===== src/rtl/cpu_pkg.sv =====
// Shared CPU definitions: data width, the "no instruction" encoding and the
// default program-counter word type used across the front end.
package cpu_pkg;

    localparam int XLEN         = 32;
    localparam int PC_W_DEFAULT = 30;

    localparam logic [XLEN-1:0] NOP       = 32'h0;
    localparam logic [XLEN-1:0] INST_NONE = 32'h0;

    typedef logic [XLEN-1:0]         inst_t;
    typedef logic [PC_W_DEFAULT-1:0] pc_word_t;

endpackage


===== src/rtl/fetch_fifo.sv =====
// Prefetch queue holding {pc, instruction} pairs. Flush empties the queue and
// overrides any same-cycle push or pop. The head is read combinationally so a
// pushed entry is visible the cycle after the push.
module fetch_fifo
    import cpu_pkg::*;
#(
    parameter int DEPTH = 4,
    parameter int PC_W  = 30
) (
    input  logic                     clk,
    input  logic                     rst,
    input  logic                     push,
    input  logic [PC_W-1:0]          push_pc,
    input  inst_t                    push_inst,
    input  logic                     pop,
    input  logic                     flush,
    output logic [$clog2(DEPTH):0]   count,
    output logic                     head_valid,
    output logic [PC_W-1:0]          head_pc,
    output inst_t                    head_inst
);

    localparam int AW = $clog2(DEPTH);
    localparam logic [AW:0] FULL_COUNT = (AW+1)'(DEPTH);

    logic [PC_W-1:0] pc_mem   [DEPTH];
    inst_t           inst_mem [DEPTH];

    logic [AW-1:0] wr_ptr_reg;
    logic [AW-1:0] rd_ptr_reg;
    logic [AW:0]   count_reg;

    logic do_push;
    logic do_pop;
    logic full;

    assign full    = (count_reg == FULL_COUNT);
    assign do_pop  = pop && (count_reg != '0) && !flush;
    // A push into a full queue is only legal when the head leaves in the same
    // cycle; otherwise it is dropped rather than overwriting a live entry.
    assign do_push = push && (!full || do_pop) && !flush;

    genvar gi;
    generate
        for (gi = 0; gi < DEPTH; gi++) begin : g_entry
            // Capture the pushed pair into the entry addressed by the write pointer.
            always_ff @(posedge clk) begin
                if (do_push && (wr_ptr_reg == AW'(gi))) begin
                    pc_mem[gi]   <= push_pc;
                    inst_mem[gi] <= push_inst;
                end
            end
        end
    endgenerate

    // Pointer and occupancy bookkeeping; pointers wrap naturally at DEPTH.
    always_ff @(posedge clk) begin
        if (rst || flush) begin
            wr_ptr_reg <= '0;
            rd_ptr_reg <= '0;
            count_reg  <= '0;
        end else begin
            if (do_push) begin
                wr_ptr_reg <= wr_ptr_reg + AW'(1);
            end
            if (do_pop) begin
                rd_ptr_reg <= rd_ptr_reg + AW'(1);
            end
            case ({do_push, do_pop})
                2'b10:   count_reg <= count_reg + (AW+1)'(1);
                2'b01:   count_reg <= count_reg - (AW+1)'(1);
                default: count_reg <= count_reg;
            endcase
        end
    end

    assign count      = count_reg;
    assign head_valid = (count_reg != '0);
    assign head_pc    = head_valid ? pc_mem[rd_ptr_reg] : '0;
    assign head_inst  = head_valid ? inst_mem[rd_ptr_reg] : INST_NONE;

endmodule


===== src/rtl/fetch_unit.sv =====
// Instruction fetch front end: issues word reads on a shared memory port,
// tracks the single outstanding response and queues returned instructions
// for the decoder. A branch flushes everything and redirects fetch.
module fetch_unit
    import cpu_pkg::*;
#(
    parameter int              DEPTH    = 4,
    parameter int              PC_W     = 30,
    parameter logic [PC_W-1:0] RESET_PC = '0
) (
    input  logic              clk,
    input  logic              rst,
    output logic              mem_req,
    input  logic              mem_grant,
    output logic [31:0]       mem_addr,
    input  logic [31:0]       mem_rdata,
    input  logic              branch,
    input  logic [PC_W-1:0]   branch_target,
    output logic              inst_valid,
    output logic [31:0]       inst,
    output logic [PC_W-1:0]   inst_pc,
    input  logic              inst_ready
);

    localparam int CW = $clog2(DEPTH) + 1;
    localparam logic [CW:0] DEPTH_L = (CW+1)'(DEPTH);

    logic [PC_W-1:0] fetch_pc_reg;
    logic [PC_W-1:0] inflight_pc_reg;
    logic            inflight_reg;

    logic [CW-1:0]   fifo_count;
    logic [CW:0]     pending;
    logic            accept;
    logic            resp_push;
    logic            pop;

    // Queue slots already claimed: entries held plus the response in flight.
    assign pending   = {1'b0, fifo_count} + (CW+1)'(inflight_reg);
    assign mem_req   = !rst && !branch && (pending < DEPTH_L);
    assign accept    = mem_req && mem_grant;
    // The response arriving this cycle is dropped if a redirect kills it.
    assign resp_push = inflight_reg && !branch && !rst;
    assign pop       = inst_valid && inst_ready;
    assign mem_addr  = 32'({fetch_pc_reg, 2'b00});

    // Fetch PC and outstanding-request tracking; reset beats branch beats fetch.
    always_ff @(posedge clk) begin
        if (rst) begin
            fetch_pc_reg    <= RESET_PC;
            inflight_reg    <= 1'b0;
            inflight_pc_reg <= '0;
        end else if (branch) begin
            fetch_pc_reg    <= branch_target;
            inflight_reg    <= 1'b0;
        end else begin
            inflight_reg <= accept;
            if (accept) begin
                inflight_pc_reg <= fetch_pc_reg;
                fetch_pc_reg    <= fetch_pc_reg + PC_W'(1);
            end
        end
    end

    fetch_fifo #(
        .DEPTH (DEPTH),
        .PC_W  (PC_W)
    ) u_fifo (
        .clk        (clk),
        .rst        (rst),
        .push       (resp_push),
        .push_pc    (inflight_pc_reg),
        .push_inst  (mem_rdata),
        .pop        (pop),
        .flush      (branch),
        .count      (fifo_count),
        .head_valid (inst_valid),
        .head_pc    (inst_pc),
        .head_inst  (inst)
    );

endmodule


===== config.mk =====
export PLATFORM = sky130hd
export DESIGN_NAME = fetch_unit
export DESIGN_NICKNAME = d
export VERILOG_FILES = /design/src/rtl/cpu_pkg.sv /design/src/rtl/fetch_fifo.sv /design/src/rtl/fetch_unit.sv
export SDC_FILE = /design/constraint.sdc
export NUM_CORES = 1
export LEC_CHECK = 0
export ABC_AREA = 1
export ABC_CLOCK_PERIOD_IN_PS = 4600
export CAP_MARGIN = 20
export CORE_MARGIN = 4
export CORE_UTILIZATION = 40
export DETAILED_ROUTE_END_ITERATION = 10
export DONT_BUFFER_PORTS = 1
export GPL_TIMING_DRIVEN = 0
export MAX_ROUTING_LAYER = met4
export PLACE_DENSITY = 0.53
export SETUP_SLACK_MARGIN = 0.1
export SKIP_CTS_REPAIR_TIMING = 1
export SLEW_MARGIN = 5
export SYNTH_ARGS = -nofsm -noshare
export SYNTH_HDL_FRONTEND = slang
export SYNTH_SLANG_ARGS = --single-unit

===== constraint.sdc =====
create_clock -name clk -period 4.6 [get_ports clk]
set_input_delay 0.92 -clock clk [delete_from_list [all_inputs] [get_ports clk]]
set_output_delay 0.92 -clock clk [all_outputs]
set_load 0.05 [all_outputs]

Yosys cells after proc, flatten, opt, wreduce, memory -nomap -nowiden. Memories as Yosys holds them, arrays and structs flattened. A register that Yosys moved wholly into a read port is not among the register bits. Index checks and enable logic that the tools add are counted.

RAM bits: 248. Logic and storage cells: 88. Memories: 2. Output and inout port bits: 96. Register bits after elaboration: 68.

Muxes and demuxes: 35. Add/sub/neg operators: 6. Reduce and logical (&&, ||, !) cells: 31. $lt $le $gt $ge: 1. Equal/unequal tests: 6. Bitwise gates (word level): 1.

Memory list: u_fifo.inst_mem (words 4, bits a word 32, read ports 1, clocked after memory_dff 1, write ports 1, line fetch_fifo.sv:27) `inst_t inst_mem [DEPTH];`; u_fifo.pc_mem (words 4, bits a word 30, read ports 1, clocked after memory_dff 1, write ports 1, line fetch_fifo.sv:26) `logic [PC_W-1:0] pc_mem [DEPTH];`.

Operators with widths (number): $mux W30 (6); $mux W32 (4); $reduce_or A32 Y1 (3); $reduce_or A30 Y1 (3); $add A30 B1 Y30 const B (1); $mux W2 (10); $logic_and A1 B1 Y1 (14); $mux W1 (14); $eq A2 B2 Y1 const B (3); $pmux W3 S2 (1); $add A2 B1 Y2 const B (2); $add A3 B1 Y4 (1); $eq A2 B1 Y1 const B (2); $lt A4 B3 Y1 const B (1); $reduce_bool A2 Y1 (2); $add A3 B1 Y3 const B (1); $eq A3 B3 Y1 const B (1); $logic_not A1 Y1 (3); $reduce_bool A3 Y1 (1); $sub A3 B1 Y3 const B (1); $logic_not A2 Y1 (1); $logic_or A1 B1 Y1 (2); $reduce_and A2 Y1 (1); $reduce_or A2 Y1 (1); $not A1 Y1 (1).

Depth between registers and ports, before layout.
Depth after elaboration: 14. Gate-level depth with buffers: 12. Gate-level depth less buffers: 12.

By module. A second synthesis with hierarchy kept.

Cell total of the unflattened synthesis: 1284. Area, all modules: 13256.5 um^2.

By module, submodules not included: fetch_fifo (area each 10107.2 um^2, instances 1, cells an instance 808); fetch_unit (area each 3149.3 um^2, instances 1, cells an instance 476).

Least setup slack after synthesis. Ideal clock, no wire load.

Path kind: input -> register. From: input port inst_ready. To: memory u_fifo.inst_mem[0][0] in the netlist's numbering, enable pin. Cell stages on the path: 6. Path slack: 0.138 ns. Arrival: 3.980 ns. Path buffers: 0. Cell sequence: inv_1 nor2_1 nand2_1 nand2_1 nand2_2 nor2_1.

Word-level cells in the longest chain between the ends: 13.

Ends and longest elaborated chain: start: declaration (line fetch_unit.sv:22) `input logic inst_ready`; $logic_and A1 B1 Y1 (*) (line fetch_unit.sv:44) `assign pop = inst_valid && inst_ready;`; $logic_and A1 B1 Y1 (*) (2 in series) (line fetch_fifo.sv:38) `assign do_pop = pop && (count_reg != '0) && !flush;`; $logic_or A1 B1 Y1 (*) (line fetch_fifo.sv:41) `assign do_push = push && (!full || do_pop) && !flush;`; $logic_and A1 B1 Y1 (*) (2 in series) (line fetch_fifo.sv:41); $logic_and A1 B1 Y1 (line fetch_fifo.sv:48) `if (do_push && (wr_ptr_reg == AW'(gi))) begin`; $mux W1 (line fetch_fifo.sv:48); $mux W1 (not written as such) (line fetch_fifo.sv:50) `inst_mem[gi] <= push_inst;`; $reduce_or A32 Y1 (no source line); $mux W2 (no source line) / $mux W1 (equally long branches) (3 in series); end: declaration (line fetch_fifo.sv:27).

Mark *: on every way between the ends. The rest lies on a longest branch, timed or not.

==> impl_metrics.prom <==
# TYPE chip_impl_metric gauge
chip_impl_metric{name="vdd_ir_drop_max",unit="mV"} 0.209
chip_impl_metric{name="timing.critical_path.buf_inv",unit=""} 4
chip_impl_metric{name="groute.layer.met1.usage",unit="%"} 26.0
chip_impl_metric{name="design.portCount",unit=""} 163
chip_impl_metric{name="drt_iter0_drc",unit=""} 542
chip_impl_info{name="cpMostUsedCell",value="buf_2"} 1
chip_impl_metric{name="global_route.usage.met3",unit="%"} 5.36
chip_impl_metric{name="cts.reportedPaths.clkPinSlew",unit="ps"} 50
chip_impl_metric{name="initial_antenna_violation_count",unit=""} 0
chip_impl_metric{name="arrival",unit="ps"} 3030
chip_impl_info{name="critical_register_to_register_path_endpoint",value="u_fifo.count[2]$_SDFFE_PP0P_"} 1
chip_impl_metric{name="remaining_drc_errors",unit=""} 0
chip_impl_metric{name="path_depth",unit=""} 6
chip_impl_metric{name="fin_crit_sh",unit="%"} 86.0
chip_impl_info{name="regToRegStartpoint",value="u_fifo.count[0]$_SDFFE_PP0P_"} 1
chip_impl_metric{name="via_count",unit=""} 9260
chip_impl_metric{name="placedCellCount",unit=""} 1748
chip_impl_metric{name="num_antenna_cells",unit=""} 0
chip_impl_info{name="cts_root_buf",value="clkbuf_16"} 1
chip_impl_info{name="cp-end-kind",value="output pin"} 1
chip_impl_metric{name="clock_path_buffers",unit=""} 3
chip_impl_info{name="grt_setup_unrepaired",value="no"} 1
chip_impl_metric{name="fillers",unit=""} 3097
chip_impl_metric{name="synth_area_per_cell",unit="µm²"} 10.3
chip_impl_metric{name="final_net_count",unit=""} 1417
chip_impl_metric{name="max_slew_margin_vs_limit",unit="%"} 18.7
chip_impl_metric{name="worst-r2r-cell-count",unit=""} 12
chip_impl_metric{name="placement_rows",unit=""} 66
chip_impl_metric{name="final_hold_viol_count",unit=""} 0
chip_impl_metric{name="overflow",unit=""} 0
chip_impl_metric{name="share_of_post_route_cells_with_drive_strength_above_1",unit="%"} 8.98
chip_impl_info{name="grt_busiest_layer",value="met2"} 1
chip_impl_metric{name="die_area",unit="µm²"} 35900
chip_impl_metric{name="max_freq",unit="GHz"} 0.253
chip_impl_metric{name="cts_buffers",unit=""} 35
chip_impl_metric{name="dieWidth",unit="µm"} 190
chip_impl_metric{name="yosysUniqueCellTypes",unit=""} 35
chip_impl_info{name="layout.cells.most_common",value="nor2_1"} 1
chip_impl_info{name="largest_register",value="u_fifo.inst_mem"} 1
chip_impl_info{name="worstPathCellList",value="buf_2 -> inv_2 -> buf_2 -> clkbuf_1 -> o21ai_0 -> a21oi_1"} 1
chip_impl_metric{name="clock_sink_count",unit=""} 318
chip_impl_metric{name="vias_in_the_first_global_route",unit=""} 8900
chip_impl_info{name="crit_type",value="flop to output pin"} 1
chip_impl_info{name="reg_top3",value="u_fifo.inst_mem (128), u_fifo.pc_mem (120)"} 1
chip_impl_metric{name="final_setup_violating_endpoints",unit=""} 0
chip_impl_metric{name="pwr_dens",unit="nW/µm²"} 403
chip_impl_info{name="mostFrequentLayoutCells",value="299 x nor2_1, 248 x edfxtp_1, 155 x o21ai_0, 154 x nand2_1, 120 x a21oi_1"} 1
chip_impl_metric{name="yosysSeqAreaShare",unit="%"} 67.1
chip_impl_metric{name="antenna_violating_nets_post_route",unit=""} 0
chip_impl_info{name="critPathCapture",value="inst_pc[0]"} 1
chip_impl_metric{name="max_stage_delay_on_crit_path",unit="ps"} 930
chip_impl_info{name="crit_path_top_delay_cell",value="a21oi_1"} 1
chip_impl_info{name="worstHoldPathType",value="flop to flop"} 1
chip_impl_metric{name="drt-total-wl",unit="mm"} 35.0
chip_impl_metric{name="area_delta_synth_final",unit="%"} 15.7
chip_impl_metric{name="grt.total_usage",unit="%"} 19.6
chip_impl_metric{name="largest_register_ffs",unit=""} 128
chip_impl_metric{name="max-cap-violations",unit=""} 0
chip_impl_metric{name="insertion_delay_of_the_later_clocked_pin_in_the_worst_skew_pair",unit="ps"} 510
chip_impl_metric{name="h-tree-depth",unit=""} 2
chip_impl_info{name="run_status",value="finished, final reports clean"} 1
chip_impl_metric{name="syn-cell-area",unit="µm²"} 13200
chip_impl_metric{name="timing.critical_path.required",unit="ps"} 3680
chip_impl_metric{name="tightestPinTransition",unit="ps"} 1220
chip_impl_metric{name="grt_max_degree",unit=""} 27
chip_impl_info{name="worst_setup_path_start_kind",value="flop"} 1
chip_impl_metric{name="yosysWarningCount",unit=""} 0
chip_impl_info{name="tritoncts",value="done"} 1
chip_impl_metric{name="skew",unit="ps"} 11.8
chip_impl_metric{name="io_buffers",unit=""} 0
chip_impl_metric{name="detail_route.vias_per_cell",unit=""} 5.11
chip_impl_metric{name="p_leak",unit="nW"} 5.48
chip_impl_metric{name="final-max-slew-violation-count",unit=""} 0
chip_impl_info{name="worst_path_dominant_cell_family",value="compound AO/OA/AOI/OAI gates"} 1
chip_impl_metric{name="synth.ff_latch_count",unit=""} 318
chip_impl_metric{name="final_cell_area",unit="µm²"} 15300
chip_impl_metric{name="min_period",unit="ps"} 3950
chip_impl_metric{name="synthCells",unit=""} 1282
chip_impl_metric{name="gpl.final_weighted_congestion",unit=""} 0.841
chip_impl_metric{name="die_height",unit="µm"} 190
chip_impl_metric{name="initial_core_util",unit="%"} 40.5
chip_impl_metric{name="stdcell_count",unit=""} 1811
chip_impl_metric{name="dp_hpwl",unit="mm"} 23.4
chip_impl_metric{name="drt_pass_1_iters",unit=""} 4
chip_impl_metric{name="critical_path.max_fanout",unit=""} 10
chip_impl_metric{name="grt_pass1_wl",unit="mm"} 53.2
chip_impl_metric{name="core_box_area",unit="µm²"} 32500
chip_impl_metric{name="wl_per_cell",unit="µm"} 19.3
chip_impl_metric{name="r2r_slack",unit="ps"} 1830
chip_impl_metric{name="post_dp_cell_area",unit="µm²"} 14100
chip_impl_metric{name="grt_use_met2",unit="%"} 30.7
-- per-layer routing --
layer,up-vias,wire length (µm)
li1,4484,-
met5,-,0
met1,4421,15400
met4,0,499
met3,54,2820
met2,301,16200
-- kinds of logic after synthesis --
| family | after synthesis | synth area share [%] |
|---|---|---|
| AOI/OAI and AO/OA | 289 | 11.1 |
| xor gates and xnor gates | 10 | 0.664 |
| DFF | 318 | 67.1 |
| buffers and inverters | 141 | 4.59 |
| adders and majority gates | 7 | 0.721 |
| other | 1 | 0.0284 |
| and+or+nand+nor | 516 | 15.8 |
-- worst min-delay path: stages (launching register included) --
cell     delay, ps
dfxtp_1        290
inv_1           60
a21oi_1         70
-- cell usage after synthesis --
master / instances / area [µm²]
buf_1: 1 / 3.75
a22oi_1: 1 / 7.51
o211ai_1: 2 / 15.0
edfxtp_1: 248 / 7450
clkbuf_2: 2 / 10.0
and2_1: 2 / 12.5
nand4_2: 1 / 12.5
buf_6: 5 / 56.3
dfxtp_1: 70 / 1400
ha_1: 6 / 75.1
inv_1: 67 / 251
nand2_2: 4 / 25.0
o21ai_0: 155 / 776
buf_4: 5 / 37.5
nor2_2: 5 / 31.3
nand3_1: 31 / 155
nand3b_1: 1 / 7.51
conb_1: 1 / 3.75
inv_2: 4 / 15.0
o21bai_1: 1 / 7.51
nor3_1: 3 / 15.0
nor3_4: 1 / 16.3
a31oi_1: 2 / 12.5
nand2_1: 154 / 578
nand3_2: 3 / 30.0
clkbuf_1: 43 / 161
xnor2_1: 2 / 17.5
nand4_1: 5 / 31.3
xor2_1: 8 / 70.1
o21ai_1: 8 / 40.0
a21oi_1: 120 / 601
buf_2: 14 / 70.1
nor2_4: 3 / 33.8
fa_1: 1 / 20.0
nor2_1: 303 / 1140
-- metrics by stage --
stage	power, mW	setup slack (ps)	hold slack [ps]	utilization [%]	TNS, ps
after floorplan	3.40	138	436	-	0
after global placement	3.46	-2420	458	42.2	-564920
after detailed placement	3.47	1100	470	43.4	0
after CTS	6.21	548	479	46.9	0
after global routing	6.35	442	478	46.9	0
final	6.15	646	480	46.9	0
-- power breakdown --
part           leakage [nW]  internal (mW)  switching [mW]
sequential             2.89           3.12           0.108
combinational          2.04         0.0504           0.129
clock                 0.552           1.65            1.09
-- worst min-delay path by stage --
stage,from,to,slack (ps),cells past startpoint
floorplan,u_fifo.rd_ptr_reg[1]$_SDFFE_PP0P_,flop,440,2
global placement,u_fifo.rd_ptr_reg[1]$_SDFFE_PP0P_,u_fifo.rd_ptr_reg[1]$_SDFFE_PP0P_,460,2
finish,u_fifo.rd_ptr_reg[1]$_SDFFE_PP0P_,u_fifo.rd_ptr_reg[1]$_SDFFE_PP0P_,480,2
detailed placement,u_fifo.rd_ptr_reg[1]$_SDFFE_PP0P_,u_fifo.rd_ptr_reg[1]$_SDFFE_PP0P_,470,2
CTS,mem_rdata[22],u_fifo.inst_mem[0][22]$_DFFE_PP_,480,0
global route,mem_rdata[27],u_fifo.inst_mem[3][27]$_DFFE_PP_,480,0
-- cell type report --
class	count	area [µm²]	area share, %
sequential	318	8850	58.0
multi-input combinational	824	3760	24.7
clock buffer	47	973	6.38
tap	442	553	3.63
timing repair buffer	23	354	2.32
buffer	70	339	2.22
inverter	71	267	1.75
clock inverter	16	151	0.993
Note: power is estimated with default switching activity, not from simulation.
